$ cat src/rtl/stream_packer.sv
// Purpose : width-up packer; gathers RATIO = 2**RATIO_WIDTH input words into one wide word.
// Latency : out_valid rises the cycle after the edge that accepts the last word of a group.
// Backpr. : only the final word of a group stalls, while the held output is not taken.
//
// Ports:
//   clock, reset              sole clock; asynchronous active-high reset
//   in_valid/in_ready/in_data narrow input stream (in_ready never depends on in_valid)
//   out_valid/out_ready       registered wide output handshake
//   out_data/out_count        packed word (first word in the low bits) and its word count
//   flush/flush_ack           only with STREAM_PACKER_FLUSH_EN: emit a partial group
//
// Optional feature macro: STREAM_PACKER_FLUSH_EN
module stream_packer #(
    parameter int DATA_WIDTH  = 16,
    parameter int RATIO_WIDTH = 2
) (
    input  logic                                     clock,
    input  logic                                     reset,
    input  logic                                     in_valid,
    input  logic [DATA_WIDTH-1:0]                    in_data,
    output logic                                     in_ready,
`ifdef STREAM_PACKER_FLUSH_EN
    input  logic                                     flush,
    output logic                                     flush_ack,
`endif
    output logic                                     out_valid,
    output logic [DATA_WIDTH*(1<<RATIO_WIDTH)-1:0]   out_data,
    output logic [RATIO_WIDTH:0]                     out_count,
    input  logic                                     out_ready
);

    localparam int RATIO = 1 << RATIO_WIDTH;
    localparam logic [RATIO_WIDTH-1:0] FILL_LAST = RATIO_WIDTH'(RATIO - 1);

    // The last word of a group never lands in a slot: it goes straight into
    // the output register together with the RATIO-1 stored words.
    logic [RATIO-2:0][DATA_WIDTH-1:0] slots;
    logic [RATIO_WIDTH-1:0]           fill;

    logic                             out_free;
    logic                             in_xfer;
    logic                             flush_take;
    logic                             load;
    logic [RATIO-1:0][DATA_WIDTH-1:0] grp_dat;
    logic [RATIO_WIDTH:0]             grp_cnt;

    assign out_free = !out_valid || out_ready;
    assign in_ready = (fill != FILL_LAST) || out_free;
    assign in_xfer  = in_valid && in_ready;

`ifdef STREAM_PACKER_FLUSH_EN
    // Nothing to flush when the accumulator is empty and no word arrives.
    assign flush_take = !reset && flush && out_free && ((fill != '0) || in_xfer);
    assign flush_ack  = flush_take;
`else
    assign flush_take = 1'b0;
`endif

    // A full-group completion implies out_free, since in_ready requires it at FILL_LAST.
    assign load = (in_xfer && (fill == FILL_LAST)) || flush_take;

    // Group assembled from the stored slots plus the same-cycle input word;
    // positions above the loaded words read as zero (only matters for flush).
    always_comb begin
        grp_dat = '0;
        for (int i = 0; i < RATIO - 1; i++) begin
            if (RATIO_WIDTH'(i) < fill) begin
                grp_dat[i] = slots[i];
            end
        end
        for (int i = 0; i < RATIO; i++) begin
            if (in_xfer && (RATIO_WIDTH'(i) == fill)) begin
                grp_dat[i] = in_data;
            end
        end
    end

    assign grp_cnt = {1'b0, fill} + {{RATIO_WIDTH{1'b0}}, in_xfer};

    always_ff @(posedge clock or posedge reset) begin
        if (reset) begin
            slots     <= '0;
            fill      <= '0;
            out_valid <= 1'b0;
            out_data  <= '0;
            out_count <= '0;
        end else if (load) begin
            // Loading while the old word is taken keeps out_valid high: no bubble.
            out_valid <= 1'b1;
            out_data  <= grp_dat;
            out_count <= grp_cnt;
            fill      <= '0;
        end else begin
            if (out_valid && out_ready) begin
                out_valid <= 1'b0;
            end
            if (in_xfer) begin
                for (int i = 0; i < RATIO - 1; i++) begin
                    if (fill == RATIO_WIDTH'(i)) begin
                        slots[i] <= in_data;
                    end
                end
                fill <= fill + 1'b1;
            end
        end
    end

endmodule

$ cat config.mk
export PLATFORM = sky130hd
export DESIGN_NAME = stream_packer
export DESIGN_NICKNAME = d
export VERILOG_FILES = /design/src/rtl/stream_packer.sv
export SDC_FILE = /design/constraint.sdc
export NUM_CORES = 1
export LEC_CHECK = 0
export CAP_MARGIN = 10
export CORE_UTILIZATION = 45
export CTS_CLUSTER_DIAMETER = 60
export DETAILED_ROUTE_END_ITERATION = 16
export HOLD_SLACK_MARGIN = 0.08
export PLACE_DENSITY = 0.77
export SLEW_MARGIN = 20
export SYNTH_ARGS = -nofsm -noshare
export SYNTH_HDL_FRONTEND = slang
export SYNTH_SLANG_ARGS = --single-unit
export TNS_END_PERCENT = 5
$ cat constraint.sdc
create_clock -name clock -period 5.71 [get_ports clock]
set_input_delay 1.4275 -clock clock [delete_from_list [all_inputs] [get_ports clock]]
set_output_delay 1.4275 -clock clock [all_outputs]
set_load 0.01 [all_outputs]
==> results summary <==
In this run the critical register-to-register path is launched from fill[1]$_DFFE_PP0P_. The switching power came out at about 1200 µW. The core area came out at roughly 0.012 mm². The endpoint arrival time on the critical path came out at approximately 2.7 ns. Setup violations remaining at the end of the flow were counted as 0.

Of the available clock period, the critical path in the final layout requires 0.717. The number of gates resized after CTS was 0. The first routing iteration left roughly 180 violations. The number of DRC violations after detailed routing came out at 10.

In this run the vertical extent of the chip is 111 µm. The deepest clock path buffer count came out at 2. Setup repair after global routing left no endpoint under its margin. The number of different library cells in the post-synthesis netlist came out at 22.

The worst clock skew is between 0.007 and 0.008 ns. The proportion of synthesized chip area in sequential cells is 0.551. The maximum clock rate came out at 244 MHz. The worst setup path is launched from a primary input. The switching power as a share of total power came out at 0.300. The synthesized netlist net count came out at roughly 440. Entering global routing, the biggest net connects between 90 and 100 pins. The clock transition at the register clock pins on the worst setup and hold paths after CTS came out at 0.05 ns. The hold buffer count at CTS is 0. The placer congestion estimate came out at about 0.76.

The number of storage elements in the synthesis netlist is around 120. The post-layout instance area came out at around 0.0068 mm². The die is ~110 µm wide.

The worst pin sits at a relative slew slack of 0.278. The count of buffers from port buffering came out at 88. The setup check on the worst reg-to-reg path leaves a slack of 2.50 ns. Sorting the synthesized cells by area gives the leading types as sky130_fd_sc_hd__dfrtp_1, sky130_fd_sc_hd__mux2_2, sky130_fd_sc_hd__mux2_4, sky130_fd_sc_hd__o21ai_0, sky130_fd_sc_hd__nand2_1. The final net count is roughly 520. The diode insertion count for antenna repair came out at 0. At the placement stage, the worst setup path has a slack of approximately 1.6 ns. The slew at the pin closest to its max-slew limit came out at roughly 1.1 ns.

Measured on the finished design, the core utilization comes to 0.595. The final worst-path setup slack came out at 1.62 ns. The fraction of power consumed by combinational cells came out at 0.369. The internal portion of the total power is ~2800 µW. The final number of max-transition violations is 0. The global-route congestion overflow total is 0.

The end of the worst register-to-register path is out_data[39]$_DFFE_PP0P_. The top-area cell type share of the netlist area is 0.551. The cell type contributing the most total cell area after synthesis is sky130_fd_sc_hd__dfrtp_1.

The final-layout setup total negative slack came out at 0 ns. The starting density of the core came out at 0.465. The worst hold endpoint is slots[5]$_DFFE_PP0P_. In this run the most critical hold path is launched from slots[5]$_DFFE_PP0P_.

The first-pass GRT wire length came out at around 19 mm. The clock network latency to the later pin of the worst-skew pair is between 0.4 and 0.5 ns. The critical path class is in -> out. The die footprint is 0.0123 mm². Summing all placed instances gives a cell area of 0.00624 mm². The critical-path maximum fanout came out at 3.

The CTS tree is built. The count of nets left with antenna violations once routing finished came out at 0. The sequential group share of total power is 0.361. The count of cells in the finished layout, fillers not included, comes to roughly 650. In this run the worst hold path is classified as reg -> reg. The synthesized instance count came out at around 410. The number of endpoints with negative hold slack in the final report is 0. For this run, the detailed router's first-pass iteration total came to 11. The final reports fail on DRC.

Of the total power, the clock network draws 0.270. The count of H-tree levels built during CTS is 4. The critical path data required time came out at 4.28 ns. The number of placed instances, taps included came out at about 620. Along the worst hold path, the cell count comes to 1.

The per-instance average area after synthesis is ~13 µm². The sum of routed wire length over all layers came out at approximately 11 mm. The half-perimeter wire length after detailed placement is roughly 7.4 mm. Dividing the detail-routed via count by the number of cells gives 5.30. The initial antenna violation count was 0.

For this run, the total global-route usage over all layers was measured as 0.201. The static leakage power came out at between 0.003 and 0.004 µW. The cell area that synthesis handed to floorplanning was around 0.0054 mm². The clock sink count came out at around 120. The flow ran to the end, but the final reports show violations. Buffers inserted during clock tree synthesis total 17.

Dividing total power by cell area gives a power density of approximately 590 mW/mm². The total number of placement rows came out at 39. Buffers added to address setup during post-CTS repair amount to 0. The number of vias after detailed routing is ~3400. The via count of the first global-routing pass is around 3600.

Compared with the post-synthesis result, the final layout area differs by 27.8%. The layout has roughly 910 filler cells. The max-cap violation count is 0. Of the cells placed in the final design, the portion with a size suffix greater than 1 is 0.274. The final critical path time including I/O delays and setup is between 4 and 5 ns. The total I/O pin count came out at 89.

The number of warning messages in the yosys log came out at 0. The root buffer cell chosen for the clock tree is sky130_fd_sc_hd__clkbuf_16. Counting cells, the worst reg-to-reg path comes to 5. The per-cell routed wire length came out at around 18 µm. The peak ir drop on the vdd network is ~0.00024 V. The worst setup path is captured at an output port.
## Yosys cell counts
cell,instances
sky130_fd_sc_hd__nand3_1,1
sky130_fd_sc_hd__and2b_1,1
sky130_fd_sc_hd__o211ai_4,1
sky130_fd_sc_hd__o21ai_1,2
sky130_fd_sc_hd__clkbuf_1,11
sky130_fd_sc_hd__nand2_2,3
sky130_fd_sc_hd__inv_1,4
sky130_fd_sc_hd__buf_2,5
sky130_fd_sc_hd__nor2b_4,1
sky130_fd_sc_hd__o21ai_0,62
sky130_fd_sc_hd__or2b_1,1
sky130_fd_sc_hd__nand3b_1,1
sky130_fd_sc_hd__dfrtp_1,118
sky130_fd_sc_hd__buf_6,4
sky130_fd_sc_hd__mux2_4,40
sky130_fd_sc_hd__mux2_2,61
sky130_fd_sc_hd__mux2i_1,16
sky130_fd_sc_hd__buf_4,1
sky130_fd_sc_hd__nor2_2,1
sky130_fd_sc_hd__nand2_1,66
sky130_fd_sc_hd__ha_1,7
sky130_fd_sc_hd__buf_12,4
## critical path, stage by stage
cell,delay (ns)
sky130_fd_sc_hd__clkdlybuf4s50_1,0.54
sky130_fd_sc_hd__nand3b_1,0.15
sky130_fd_sc_hd__clkdlybuf4s50_1,0.55
## power groups by stage
stage	registers, µW	logic, µW	clock network [µW]
after global routing	1510	1630	1150
after global placement	1460	1450	0
after CTS	1460	1510	1110
final	1470	1500	1100
after detailed placement	1470	1500	0
after floorplan	1490	883	0
## flip-flops by register name, summed over array words and instances, names as in the netlist
register and cells:
out_data 64, slots 48, out_count 3, fill 2, out_valid 1
## stage by stage
stage	total power (µW)	hold slack [ns]
after CTS	4090	0.504
final	4060	0.503
after detailed placement	2970	0.493
after global placement	2910	0.486
after floorplan	2370	0.479
after global routing	4290	0.519
## per-layer routing
layer | vias to the layer above | global-route usage | wire, µm | part of all wire
li1 | 1597 | - | - | -
met1 | 1757 | 0.265 | 5390 | 0.47
met2 | 84 | 0.312 | 5350 | 0.47
met3 | 10 | 0.0711 | 572 | 0.050
met4 | 0 | 0.0622 | 126 | 0.011
met5 | - | 0 | 0 | 0
## final cells by class
cell class,instances,area (µm²),share of cell area
flip-flops and latches,118,2950,0.431
multi-input cells,264,2200,0.321
repair buffers,90,896,0.131
clock buffers,21,450,0.0658
well taps,143,179,0.0261
clock inverters,11,155,0.0227
inverters,4,20.0,0.00292
## how the worst max path moves through the flow
stage | from | to | slack [ns]
floorplan | reset | fill[0]$_DFFE_PP0P_ | 1.15
global placement | out_ready | in_ready | 1.64
detailed placement | out_ready | in_ready | 1.61
CTS | out_ready | in_ready | 1.61
global route | out_ready | in_ready | 1.58
finish | out_ready | in_ready | 1.62
## cell usage in the layout, fill, tap and decap left out, types with 2 or more instances in the layout
cell type and count:
sky130_fd_sc_hd__dfrtp_1 118, sky130_fd_sc_hd__clkdlybuf4s50_1 88, sky130_fd_sc_hd__nand2_1 66, sky130_fd_sc_hd__o21ai_0 62, sky130_fd_sc_hd__mux2_2 61, sky130_fd_sc_hd__mux2_4 40, sky130_fd_sc_hd__clkbuf_16 17, sky130_fd_sc_hd__mux2i_1 16
sky130_fd_sc_hd__ha_1 7, sky130_fd_sc_hd__clkinv_2 7, sky130_fd_sc_hd__bufinv_16 4, sky130_fd_sc_hd__nand2_2 3, sky130_fd_sc_hd__inv_1 3, sky130_fd_sc_hd__clkbuf_1 3, sky130_fd_sc_hd__o21ai_1 2, sky130_fd_sc_hd__buf_4 2
## kinds of logic (layout without fill, tap and decap cells)
group | Yosys count | after routing | synth area share
simple gates | 75 | 75 | 0.0586
buf+inv | 29 | 126 | 0.0399
mux | 117 | 117 | 0.270
flops | 118 | 118 | 0.551
fa+ha+maj | 7 | 7 | 0.0163
compound gates | 65 | 65 | 0.0638
(Power assumes the default switching activity.)
